File: src/rtl/rc4_phase_scheduler.sv
// Sequences the RC4 INIT, KSA and PRGA engines, gives each a per-phase timeout,
// and arbitrates the shared S-memory port between the active engine and a debug host.
module rc4_phase_scheduler #(
   parameter int TIMEOUT = 4096
) (
   input  logic       clk,
   input  logic       reset,
   input  logic       start,
   input  logic       abort,
   output logic       init_start,
   output logic       ksa_start,
   output logic       prga_start,
   input  logic       init_done,
   input  logic       ksa_done,
   input  logic       prga_done,
   input  logic [7:0] init_addr,
   input  logic [7:0] ksa_addr,
   input  logic [7:0] prga_addr,
   input  logic [7:0] init_data,
   input  logic [7:0] ksa_data,
   input  logic [7:0] prga_data,
   input  logic       init_wren,
   input  logic       ksa_wren,
   input  logic       prga_wren,
   input  logic       dbg_req,
   input  logic [7:0] dbg_addr,
   input  logic [7:0] dbg_data,
   input  logic       dbg_wren,
   output logic       dbg_gnt,
   output logic [7:0] mem_addr,
   output logic [7:0] mem_data,
   output logic       mem_wren,
   output logic [1:0] phase,
   output logic       busy,
   output logic       done,
   output logic       error
);

   typedef enum logic [3:0] {
      IDLE,
      INIT_ST,
      INIT_RUN,
      KSA_ST,
      KSA_RUN,
      PRGA_ST,
      PRGA_RUN,
      DONE,
      ERR
   } state_t;

   localparam logic [12:0] TIMEOUT_LAST = 13'(TIMEOUT - 1);

   state_t      state;
   state_t      state_next;
   logic [12:0] run_count;
   logic        is_run;
   logic        is_start;
   logic        is_rest;
   logic        timed_out;

   assign is_run    = (state == INIT_RUN) || (state == KSA_RUN) || (state == PRGA_RUN);
   assign is_start  = (state == INIT_ST) || (state == KSA_ST) || (state == PRGA_ST);
   assign is_rest   = (state == IDLE) || (state == DONE) || (state == ERR);
   assign timed_out = (run_count == TIMEOUT_LAST);

   always_ff @(posedge clk) begin
      if (!reset) begin
         state     <= IDLE;
         run_count <= '0;
      end else begin
         state <= state_next;
         // Each X_ST cycle zeroes the counter so the following RUN phase starts at 0.
         if (is_start) begin
            run_count <= '0;
         end else if (is_run) begin
            run_count <= run_count + 13'd1;
         end
      end
   end

   always_comb begin
      state_next = state;
      if (abort) begin
         if (is_run || is_start) begin
            state_next = IDLE;
         end
      end else begin
         unique case (state)
            IDLE, DONE, ERR: if (start) state_next = INIT_ST;
            INIT_ST:  state_next = INIT_RUN;
            KSA_ST:   state_next = KSA_RUN;
            PRGA_ST:  state_next = PRGA_RUN;
            INIT_RUN: begin
               if (init_done)      state_next = KSA_ST;
               else if (timed_out) state_next = ERR;
            end
            KSA_RUN: begin
               if (ksa_done)       state_next = PRGA_ST;
               else if (timed_out) state_next = ERR;
            end
            PRGA_RUN: begin
               if (prga_done)      state_next = DONE;
               else if (timed_out) state_next = ERR;
            end
            default: state_next = IDLE;
         endcase
      end
   end

   // Status and start pulses depend only on state; memory routing also looks at abort and the debug request.
   always_comb begin
      init_start = (state == INIT_ST);
      ksa_start  = (state == KSA_ST);
      prga_start = (state == PRGA_ST);
      busy       = is_run || is_start;
      done       = (state == DONE);
      error      = (state == ERR);
      phase      = 2'd0;
      dbg_gnt    = 1'b0;
      mem_addr   = 8'd0;
      mem_data   = 8'd0;
      mem_wren   = 1'b0;

      case (state)
         INIT_ST, INIT_RUN: phase = 2'd1;
         KSA_ST, KSA_RUN:   phase = 2'd2;
         PRGA_ST, PRGA_RUN: phase = 2'd3;
         default:           phase = 2'd0;
      endcase

      if (!abort) begin
         case (state)
            INIT_RUN: begin
               mem_addr = init_addr;
               mem_data = init_data;
               mem_wren = init_wren;
            end
            KSA_RUN: begin
               mem_addr = ksa_addr;
               mem_data = ksa_data;
               mem_wren = ksa_wren;
            end
            PRGA_RUN: begin
               mem_addr = prga_addr;
               mem_data = prga_data;
               mem_wren = prga_wren;
            end
            default: begin
               if (is_rest && dbg_req && !start) begin
                  dbg_gnt  = 1'b1;
                  mem_addr = dbg_addr;
                  mem_data = dbg_data;
                  mem_wren = dbg_wren;
               end
            end
         endcase
      end
   end

endmodule

File: config.mk
export PLATFORM = sky130hd
export DESIGN_NAME = rc4_phase_scheduler
export DESIGN_NICKNAME = d
export VERILOG_FILES = /design/src/rtl/rc4_phase_scheduler.sv
export SDC_FILE = /design/constraint.sdc
export NUM_CORES = 1
export LEC_CHECK = 0
export ABC_AREA = 1
export CORE_MARGIN = 2
export CORE_UTILIZATION = 38
export CTS_CLUSTER_SIZE = 14
export DETAILED_ROUTE_END_ITERATION = 8
export GPL_TIMING_DRIVEN = 0
export PLACE_DENSITY = 0.84
export SYNTH_ARGS = -nofsm -noshare
export SYNTH_HDL_FRONTEND = slang
export SYNTH_SLANG_ARGS = --single-unit
File: constraint.sdc
create_clock -name clk -period 1.65 [get_ports clk]
set_input_delay 0.2475 -clock clk [delete_from_list [all_inputs] [get_ports clk]]
set_output_delay 0.2475 -clock clk [all_outputs]
set_load 0.02 [all_outputs]
======== Word-level counts from Yosys, hierarchy flattened ========
Index checks and enable logic that the tools add are counted.
word-level totals
  flip-flop bits (word level) ............. 17
  input port bits ......................... 76
  output and inout bits ................... 26
  word-level logic and storage cells ...... 54
operators by class
  add/sub/neg operators ................... 1
  equality and inequality tests ........... 11
  mux-type cells .......................... 21
  bitwise logic cells ..................... 1
  reduce and logical (&&, ||, !) cells .... 18
operators with widths
  operator                                               number
  case mux 8 bit (3 select lines)                        2
  two-way mux 8 bit                                      4
  two-way mux 4 bit                                      7
  case mux 4 bit (7 select lines)                        1
  equality test 4 x 3 -> 1 bit, second input constant    4
  adder 13 x 1 -> 13 bit, second input constant          1
  equality test 13 x 12 -> 1 bit, second input constant  1
  equality test 4 x 2 -> 1 bit, second input constant    2
  OR reduction 2 bit                                     4
  logical OR 1 bit                                       7
  case mux 2 bit (3 select lines)                        1
  OR reduction 3 bit                                     2
  two-way mux 1 bit                                      5
  equality test 4 x 1 -> 1 bit, second input constant    1
  equality test 4 bit, second input constant             1
  logical NOT 4 bit                                      1
  != test 3 bit, second input constant                   1
  case mux 1 bit (3 select lines)                        1
  logical AND 1 bit                                      2
  != test 2 x 1 -> 1 bit, second input constant          1
  AND reduction 2 bit                                    1
  logical NOT 1 bit                                      1
  inverter 1 bit                                         1

======== Longest topological paths before layout ========
Gate-level depths: netlist of run 1.
  depth in word-level cells ............... 8
  gate-level depth with buffers ........... 11
  gate-level depth less buffers ........... 10

======== Least setup slack after synthesis of run 1 ========
Ideal clock, no wire load.
  path type ............................... register to output
  from .................................... reg state[2]
  to ...................................... out mem_addr[3]
  arrival ................................. 1.578 ns
  data required time ...................... 1.402 ns
  slack ................................... -0.176 ns
  cell stages (with the launch flop) ...... 8
  buffers on the path ..................... 2
  cell sequence ........................... dfxtp_1 -> nor2_1 -> buf_2 -> buf_2 -> nand3_1 -> nand2_1 -> a21oi_1 -> o21ai_0
on the way
  longest elaborated chain between the ends .. 8
RTL lines
  what                                                                      line  source
  start: declaration                                                        53    state_t state;
  start signal: assignment                                                  71    state <= state_next;
  equality test 4 x 3 -> 1 bit / logical NOT 4 bit (equally long branches)  63    assign is_rest = (state == IDLE) || (state == DONE) || (state == ERR);
  logical OR 1 bit (2 in series)                                            63
  logical AND 1 bit (2 in series)                                           149   if (is_rest && dbg_req && !start) begin
  two-way mux 8 bit                                                         149
  case mux 8 bit (3 select lines) (*)                                       132   case (state)
  two-way mux 8 bit (*)                                                     131   if (!abort) begin
  end: declaration                                                          30    output logic [7:0] mem_addr,
Mark *: on every way between the ends. The rest lies on a longest branch, timed or not.

======== Final worst setup path of run 1 ========
  from .................................... reg state[2]
  to ...................................... out mem_addr[1]
The elaborated chain is that of the path after synthesis.

==> results of run 1 <==
## final timing paths
| check | slack [ps] | end | cells past startpoint |
|---|---|---|---|
| worst min-delay path | 480 | run_count[6] | 2 |
| worst max register to register | 150 | run_count[7] | 11 |
| worst max-delay path | -260 | mem_addr[1] | 10 |
| worst min register to register | 480 | run_count[6] | 2 |
## worst max-delay path, stage by stage, from the launching register on
cell and delay (ps):
dfxtp_4 400, inv_4 60, nor2_4 120, nand2_2 100
nand2_4 100, nand4_4 100, clkinv_4 120, buf_8 140
nand2_2 60, nand2_2 90, buf_6 120
## power by group
part           total (uW)  internal, uW  switching (uW)
clock                 300           171             129
sequential            434           416            17.3
combinational         614           326             289
## synth_stat cells
master | n | area [um^2]
nor2_2 | 6 | 37.5
inv_1 | 34 | 128
nand4_1 | 3 | 18.8
nand4_2 | 1 | 12.5
inv_2 | 4 | 15.0
ha_1 | 1 | 12.5
buf_4 | 1 | 7.51
buf_6 | 2 | 22.5
o21ai_0 | 14 | 70.1
xnor2_1 | 1 | 8.76
and2_0 | 1 | 6.26
nand3_1 | 39 | 195
nor2_1 | 29 | 109
o21ai_1 | 2 | 10.0
a21oi_1 | 23 | 115
nand3b_1 | 1 | 7.51
clkinv_1 | 1 | 3.75
clkinv_2 | 1 | 5.00
nand2_2 | 4 | 25.0
dfxtp_1 | 17 | 340
nor3_1 | 1 | 5.00
nand2_1 | 132 | 495
nand3_2 | 1 | 10.0
buf_2 | 4 | 20.0
buf_1 | 1 | 3.75
clkbuf_1 | 1 | 3.75
nor2_4 | 1 | 11.3
nor4_1 | 1 | 6.26
## layer usage
layer / vias to the layer above / global-route usage [%] / part of all wire, %
met2: 96 / 48.4 / 53
li1: 1288 / - / -
met4: 0 / 7.97 / 2.9
met1: 1184 / 32.2 / 38
met5: - / 0 / 0
met3: 21 / 4.27 / 6.6
## sequential cells by signal (all words and copies together) (netlist names)
name / flops
run_count: 13
state: 4
## repair_timing
item / CTS / global route
buffers inserted: 10 / 8
pin swaps: 6 / 15
endpoints found under the setup margin: 26 / 25
resized for setup: 149 / 74
cloned: 2 / 1
## through the flow
step           instances  total power (uW)  setup WS [ps]  setup TNS [ps]
3_5_place_dp         480               951           -734          -12710
2_1_floorplan        327               656          -23.4           -23.4
3_3_place_gp         480               943           -693          -12150
6_report             505              1350           -263           -3790
4_1_cts              496              1290           -234           -3380
5_1_grt              505              1420           -323           -4940
## layout make-up
type / count / area [um^2]
multi-input combinational: 261 / 1350
timing repair buffer: 121 / 1200
fill: 327 / 1030
sequential: 17 / 355
inverter: 40 / 175
buffer: 9 / 86.3
tap: 52 / 65.1
clock buffer: 4 / 45.0
timing repair inverter: 1 / 11.3
## logic make-up (layout without fill, tap and decap cells)
kind of cell,Yosys count,after routing,share of synthesized area (%)
compound gates,39,39,11.4
buf+inv,49,175,12.3
simple gates,220,220,55.1
fa+ha+maj,1,1,0.734
xor+xnor,1,1,0.514
flops,17,17,20.0
==> reports/results.txt, run 1 <==
Status: finished with violations
Failing checks: setup timing
Tcrit/Tclk final: 116%
Fin util: 76.2%
Hold Violations, Final: 0
Final worst slack: -263 ps
PD cells: 409 nW/um^2
HP Class: reg2reg
CTS sink count: 17
Syn. warnings: 0
Diodes inserted: 0
Maxcap violations: 0
CP startpoint: state[2]
Mapped Nets: 404
Worst-Skew Late Latency: 250 ps
Synthesized cell area: 1710 um^2
Post-synthesis sequential area ratio: 20.0%
Rows: 24
DR WL/cell: 14.8 um
Commonest non-fill, non-tap cell in the layout: nand2_1
Max clock buf depth: 2
DIE AREA: 5040 um^2
Gr usage total: 26.7%
Design area: 3290 um^2
Nets@finish: 531
Setup Viol. Count Final: 18
Antenna viol nets, final: 0
WHS: 477 ps
Die span in y: 71.0 um
Clock root buffer master: clkbuf_8
Synthesized area per cell: 5.22 um^2
FF-to-FF Start: state[1]
Hold buffers post-CTS: 0
Worst Path Required: 1400 ps
RSZ-0062 raised after global routing: true
Commonest non-fill, non-tap cells in the layout: nand2_1 (102), clkdlybuf4s50_1 (75), nand3_1 (39), inv_1 (32)
Area post-placement: 2790 um^2
Routability Congestion: 0.893
Post-Synthesis Cells: 327
Hold_sp: run_count[6]
Crit path max fanout: 6
Residual DRC count: 0
Max Clock Skew: 2.37 ps
Crit path DAT: 1670 ps
Vias in the first global route: 2345
Vias per inst: 5.13
Area growth syn-to-layout: 93.1%
Slew margin rel.: 76.6%
Tmin final: 1910 ps
Initial Util: 39.4%
Peak VDD IR: 0.556 mV
FMAX: 523 MHz
TritonCTS buffer count: 3
Crit. End Element: output port
Initial antenna violation count: 0
Final WL: 7.47 mm
Die Span X: 71.0 um
I/O pins: 102
TritonRoute pass-1 iters: 4
Starting DRT DRC Count: 104
Pin count of the biggest net entering global routing: 11
Crit start category: flip-flop
Fin. max-slew vios: 0
CTS clk-pin slew, worst paths: 60 ps
Leakage Power: 0.00155 uW
Seq cells post-synth: 17
Overflow after GRT: 0
Least-Margin Pin Slew: 350 ps
CTS tree: done
Global-route wire length before repair: 11.1 mm
Synth unique cells: 28
HPWL Detailed: 5.12 mm
Total core area: 4320 um^2
Layout cells sized above 1: 26.7%
Htree depth: 1
Vias post-DR: 2589
IO buf count: 101
Setup Crit Path Kind: reg2out
No activity file was read; power rests on OpenSTA's default activity.
==> inputs of run 2 (changes only) <==
--- a/config.mk
+++ b/config.mk
@@ -12,6 +12,7 @@
 export DETAILED_ROUTE_END_ITERATION = 8
 export GPL_TIMING_DRIVEN = 0
 export PLACE_DENSITY = 0.84
+export SLEW_MARGIN = 5
 export SYNTH_ARGS = -nofsm -noshare
 export SYNTH_HDL_FRONTEND = slang
 export SYNTH_SLANG_ARGS = --single-unit
==> results of run 2 <==
Same layout as run 1: the final DEF is identical, and so are final timing and power.
==> inputs of run 3 (changes only) <==
--- a/config.mk
+++ b/config.mk
@@ -10,6 +10,7 @@
 export CORE_UTILIZATION = 38
 export CTS_CLUSTER_SIZE = 14
 export DETAILED_ROUTE_END_ITERATION = 8
+export GPL_ROUTABILITY_DRIVEN = 1
 export GPL_TIMING_DRIVEN = 0
 export PLACE_DENSITY = 0.84
 export SLEW_MARGIN = 5
==> results of run 3 <==
Same layout as run 1: the final DEF is identical, and so are final timing and power.
